--- src/rtl/axi4s_img_pkg.sv ---
// Shared defaults, derived constants and beat record for the image-verify AXI4-Stream path.
package axi4s_img_pkg;
  localparam int PIX_W_DEF  = 24;
  localparam int PPC_DEF    = 4;
  localparam int IMG_W_DEF  = 640;
  localparam int IMG_H_DEF  = 480;
  localparam int FCNT_W_DEF = 16;
  localparam int DW         = PIX_W_DEF * PPC_DEF;
  localparam int BPL        = IMG_W_DEF / PPC_DEF;

  typedef struct packed {
    logic [DW-1:0] tdata;
    logic          eol;
    logic          eof;
    logic          sof;
  } beat_t;

  typedef enum logic [1:0] {SK_EMPTY, SK_FULL1, SK_FULL2} skid_state_t;

  // Counter width that stays legal when the range collapses to a single value.
  function automatic int cnt_w(input int n);
    return (n > 1) ? $clog2(n) : 1;
  endfunction
endpackage

--- src/rtl/axi4s_skid_slice.sv ---
// Two-entry register slice (main + skid): full throughput, ready fully registered.
module axi4s_skid_slice
  import axi4s_img_pkg::*;
#(
  parameter int W = $bits(beat_t)
) (
  input  logic         clock,
  input  logic         i_rstn,
  input  logic [W-1:0] s_data,
  input  logic         s_valid,
  output logic         s_ready,
  output logic [W-1:0] m_data,
  output logic         m_valid,
  input  logic         m_ready
);
  skid_state_t  state, nxt;
  logic [W-1:0] skid;
  logic         accept, pop, load_main, load_skid, skid_to_main;

  assign accept  = s_valid & s_ready;
  assign m_valid = (state != SK_EMPTY);
  assign pop     = m_valid & m_ready;

  always_comb begin
    nxt          = state;
    load_main    = 1'b0;
    load_skid    = 1'b0;
    skid_to_main = 1'b0;
    case (state)
      SK_EMPTY: if (accept) begin
        nxt       = SK_FULL1;
        load_main = 1'b1;
      end
      SK_FULL1: begin
        if (accept && !pop) begin
          nxt       = SK_FULL2;
          load_skid = 1'b1;
        end else if (accept && pop) begin
          load_main = 1'b1;
        end else if (pop) begin
          nxt = SK_EMPTY;
        end
      end
      SK_FULL2: if (pop) begin
        nxt          = SK_FULL1;
        skid_to_main = 1'b1;
      end
      default: nxt = SK_EMPTY;
    endcase
  end

  // Ready looks one state ahead so it drops in the same edge the skid fills.
  always_ff @(posedge clock or negedge i_rstn) begin
    if (!i_rstn) begin
      state   <= SK_EMPTY;
      s_ready <= 1'b0;
    end else begin
      state   <= nxt;
      s_ready <= (nxt != SK_FULL2);
    end
  end

  always_ff @(posedge clock or negedge i_rstn) begin
    if (!i_rstn) begin
      m_data <= '0;
      skid   <= '0;
    end else begin
      if (load_main)         m_data <= s_data;
      else if (skid_to_main) m_data <= skid;
      if (load_skid)         skid   <= s_data;
    end
  end
endmodule

--- src/rtl/axi4s_frame_tagger.sv ---
// AXI4-Stream stage that tags each beat with eol/eof/sof from internal col/row counters.
module axi4s_frame_tagger
  import axi4s_img_pkg::*;
#(
  parameter  int PIX_W  = PIX_W_DEF,
  parameter  int PPC    = PPC_DEF,
  parameter  int IMG_W  = IMG_W_DEF,
  parameter  int IMG_H  = IMG_H_DEF,
  parameter  int FCNT_W = FCNT_W_DEF,
  localparam int TDW    = PIX_W * PPC,
  localparam int TBPL   = IMG_W / PPC,
  localparam int CW     = cnt_w(TBPL),
  localparam int RW     = cnt_w(IMG_H)
) (
  input  logic              clock,
  input  logic              i_rstn,
  input  logic [TDW-1:0]    s_axis_tdata,
  input  logic              s_axis_tvalid,
  output logic              s_axis_tready,
  output logic [TDW-1:0]    m_axis_tdata,
  output logic              m_axis_tvalid,
  input  logic              m_axis_tready,
  output logic              eol,
  output logic              eof,
  output logic              sof,
  output logic [CW-1:0]     o_col,
  output logic [RW-1:0]     o_row,
  output logic [FCNT_W-1:0] o_frame_cnt
);
  localparam logic [CW-1:0] COL_LAST = CW'(TBPL - 1);
  localparam logic [RW-1:0] ROW_LAST = RW'(IMG_H - 1);

  logic           accept, eol_c, eof_c, sof_c;
  logic [TDW+2:0] s_beat, m_beat;

  assign accept = s_axis_tvalid & s_axis_tready;
  assign eol_c  = (o_col == COL_LAST);
  assign eof_c  = eol_c & (o_row == ROW_LAST);
  assign sof_c  = (o_col == '0) & (o_row == '0);
  assign s_beat = {s_axis_tdata, eol_c, eof_c, sof_c};

  always_ff @(posedge clock or negedge i_rstn) begin
    if (!i_rstn) begin
      o_col       <= '0;
      o_row       <= '0;
      o_frame_cnt <= '0;
    end else if (accept) begin
      if (eol_c) begin
        o_col <= '0;
        if (eof_c) begin
          o_row       <= '0;
          o_frame_cnt <= o_frame_cnt + FCNT_W'(1);
        end else begin
          o_row <= o_row + RW'(1);
        end
      end else begin
        o_col <= o_col + CW'(1);
      end
    end
  end

  // Tags ride in the slice alongside the pixels, so stalls cannot skew them.
  axi4s_skid_slice #(.W(TDW + 3)) u_slice (
    .clock   (clock),
    .i_rstn  (i_rstn),
    .s_data  (s_beat),
    .s_valid (s_axis_tvalid),
    .s_ready (s_axis_tready),
    .m_data  (m_beat),
    .m_valid (m_axis_tvalid),
    .m_ready (m_axis_tready)
  );

  assign {m_axis_tdata, eol, eof, sof} = m_beat;
endmodule

--- config.mk ---
export PLATFORM = sky130hd
export DESIGN_NAME = axi4s_frame_tagger
export DESIGN_NICKNAME = d
export VERILOG_FILES = /design/src/rtl/axi4s_img_pkg.sv /design/src/rtl/axi4s_skid_slice.sv /design/src/rtl/axi4s_frame_tagger.sv
export SDC_FILE = /design/constraint.sdc
export NUM_CORES = 1
export LEC_CHECK = 0
export CORE_ASPECT_RATIO = 0.5
export CORE_UTILIZATION = 36
export DETAILED_ROUTE_END_ITERATION = 8
export GPL_ROUTABILITY_DRIVEN = 0
export GPL_TIMING_DRIVEN = 0
export PLACE_DENSITY = 0.58
export SLEW_MARGIN = 20
export SYNTH_ARGS = -nofsm -noshare
export SYNTH_HDL_FRONTEND = slang
export SYNTH_HIERARCHICAL = 1
export SYNTH_SLANG_ARGS = --single-unit
--- constraint.sdc ---
create_clock -name clock -period 3.8 [get_ports clock]
set_input_delay 0.76 -clock clock [delete_from_list [all_inputs] [get_ports clock]]
set_output_delay 0.76 -clock clock [all_outputs]
set_load 0.005 [all_outputs]
==> out/results.tsv <==
metric	value	unit
Num CTS Buffers	23	
crit path DAT	1740	ps
total grt overflow	0	
total leakage power	0.00598	uW
Bufs on Longest Clock Path	3	
I/O pin cnt	234	
met1 wire length	10600	um
startpoint types	flip-flop	
CTS sink cnt	234	
ant diodes	0	
max_slew headroom	51.9	%
logic gate share of total power	36.5	%
Clock Skew	21.9	ps
R2R depth	6	
DR WL/cell	18.4	um
Hold WC Path Type	in2async	
crit path time final	2500	ps
area leader, netlist	dfrtp_1	
first-pass GRT wire length	39400	um
Via-to-Cell Ratio	4.86	
Mapped Cells	712	
CTS tree	done	
Die Area	29800	um2
syn_nets	817	
CTS Root Cell	clkbuf_16	
Mean Syn Cell Area	14.7	um2
Net Sw Frac	26.3	%
WHS	135	ps
Clk pwr share	23.5	%
Die Y-Extent	123	um
ys async rst share	100	%
endpoints failing hold	0	
maximum vdd drop	0.336	mV
DR vias	6642	
Reg clk slew, reported paths	70	ps
Final period util	65.7	%
RSZ-0062 raised after global routing	false	
DP HPWL	17700	um
most used flip-flop cell after synthesis	dfrtp_1	
final instance area	14100	um2
post_cts resized	0	
post-route non-filler standard cell count	1368	
Die Wd	243	um
area grow syn2layout	34.9	%
Syn Std Cell Area	10500	um2
# setup viols final	0	
initial DRC count	230	
R2R Path Start	o_row[0]	
Post-synth EDFFs	0	
Clock Latency Late Sink	520	ps
GRT Util Overall	16.8	%
Synth area leaders	dfrtp_1 (56%), mux2_2 (30%), mux2_4 (2.9%)	
I/O Buffers	233	
footprint of the multi-input gates	4360	um2
share of cells above drive strength 1	38.6	%
Pwr Total	10400	uW
Int Pwr	7640	uW
register share of total power	40.1	%
Rows	43	
Max-cap violations	0	
core region area	28100	um2
fmax	400	MHz
First-pass DRT Iterations	5	
CP max FO	8	
reg2reg end	o_frame_cnt[1]	
met2 WL	13400	um
post-route ant nets	0	
DR DRC count	0	
Slew Limit Fails	0	
number of setup buffers added after CTS	0	
synth unique cells	41	
DP Cell Count	1329	
final net count	1077	
vias in the first global route	7108	
R2R Setup Slk	1340	ps
Synth top area share	55.9	%
synth warn	6	
sequential area share after synthesis	55.9	%
Crit. End Element	primary output	
DP Area	13300	um2
net switching power of the design	2730	uW
Setup CP Type	reg2out	
slew of the pin with the lowest slew margin	715	ps
largest net degree at the start of global routing	99	
antenna violations before repair	0	
Data required, critical path	3040	ps
Synth Register Bits	234	
hold buffers post-CTS	0	
fillers	2455	
Routed WL	25200	um
Max Used Layer	met4	
Initial Utilization	37.2	%
power density cells	734	nW/um2
H-Tree Level Count	1	
met3 wire len	751	um
Storage cell area	5860	um2
status	completed	
-- metal layers --
metal  track usage [%]  vias to the layer above
met5                 0                        -
li1                  -                     3077
met3              3.00                       29
met2              30.9                       98
met1              20.7                     3438
met4              3.34                        0
-- placed cells by master, fill, tap and decap left out, drive strengths merged --
| cell | Yosys | final |
|---|---|---|
| bufinv | 0 | 5 |
| nand3b | 1 | 1 |
| inv | 6 | 7 |
| nor3 | 1 | 1 |
| o31ai | 2 | 2 |
| a21oi | 4 | 4 |
| and3 | 11 | 11 |
| o22ai | 1 | 1 |
| clkinv | 0 | 3 |
| dfrtp | 234 | 234 |
| clkbuf | 2 | 32 |
| o21a | 1 | 1 |
| and4 | 4 | 4 |
| nand2 | 16 | 16 |
| clkdlybuf4s50 | 0 | 232 |
| or4b | 1 | 1 |
| nand4bb | 1 | 1 |
| or3 | 5 | 5 |
| mux2i | 2 | 2 |
| ha | 5 | 5 |
| mux2 | 298 | 298 |
| or2 | 3 | 3 |
| o21ai | 7 | 7 |
| nand2b | 1 | 1 |
| nor2 | 10 | 10 |
| nor3b | 2 | 2 |
| nor2b | 1 | 1 |
| nand4 | 10 | 10 |
| buf | 35 | 38 |
| xor2 | 6 | 6 |
| nand3 | 13 | 13 |
| or4 | 2 | 2 |
| xnor2 | 17 | 17 |
| and2 | 5 | 5 |
| nor4 | 5 | 5 |
-- area by class of cell --
| cell class | instances | area share [%] |
|---|---|---|
| Clock buffer | 30 | 4.33 |
| Clock inverter | 9 | 1.23 |
| Multi-Input combinational cell | 435 | 30.9 |
| Timing Repair Buffer | 235 | 16.9 |
| Inverter | 6 | 0.159 |
| Tap cell | 382 | 3.38 |
| Sequential cell | 234 | 41.4 |
| Buffer | 37 | 1.67 |
-- synth_stat cells, drive strengths merged (2+ instances only) --
cell,number
o21ai,7
or4,2
xnor2,17
mux2i,2
and2,5
and4,4
o31ai,2
inv,6
mux2,298
or2,3
ha,5
nand4,10
nand3,13
nor3b,2
nor2,10
and3,11
buf,35
xor2,6
or3,5
a21oi,4
nand2,16
nor4,5
dfrtp,234
clkbuf,2
-- worst max-delay path, cell delays in order, from the launching register on --
cell	delay (ps)
dfrtp_1	440
or2_2	290
clkdlybuf4s50_1	490
-- worst max-delay path by stage --
stage | startpoint | to | slack (ps) | cells past startpoint
finish | u_slice/state[1] | m_axis_tvalid | 1300 | 2
global route | o_row[0] | o_frame_cnt[1] | 1160 | 6
CTS | u_slice/state[1] | m_axis_tvalid | 1250 | 2
detailed placement | s_axis_tvalid | o_frame_cnt[1] | 860 | 6
global placement | i_rstn | u_slice/m_data[54] | -8160 | 1
floorplan | s_axis_tvalid | o_row[6] | 1760 | 5
-- cells by family (layout without fill, tap and decap cells) --
logic type	after synthesis	after routing	synth area share (%)
AOI/OAI and AO/OA	15	15	0.836
xor gates and xnor gates	23	23	1.92
adders and majority gates	5	5	0.597
buffers and inverters	43	317	2.47
DFF	234	234	55.9
muxes	300	300	32.9
and+or+nand+nor	92	92	5.36
-- metrics by stage --
stage	setup slack, ps	TNS (ps)	util (%)
6_report	1300	0	50.2
5_1_grt	1160	0	50.2
4_1_cts	1250	0	50.2
3_5_place_dp	865	0	47.4
3_3_place_gp	-8160	-1902480	47.2
2_1_floorplan	1760	0	-
-- power groups by stage --
stage | logic, uW | registers, uW | clock network (uW)
detailed placement | 3840 | 4210 | 0
global placement | 3750 | 4150 | 0
finish | 3780 | 4150 | 2430
floorplan | 2050 | 4120 | 0
CTS | 3860 | 4170 | 2520
global route | 4070 | 4310 | 2620
-- registers in the layout, summed over array words and instances (netlist names) --
name,cells
u_slice/m_data,99
u_slice/skid,99
o_frame_cnt,16
o_row,9
o_col,8
u_slice/state,2
u_slice/s_ready,1
(Power assumes the default switching activity.)
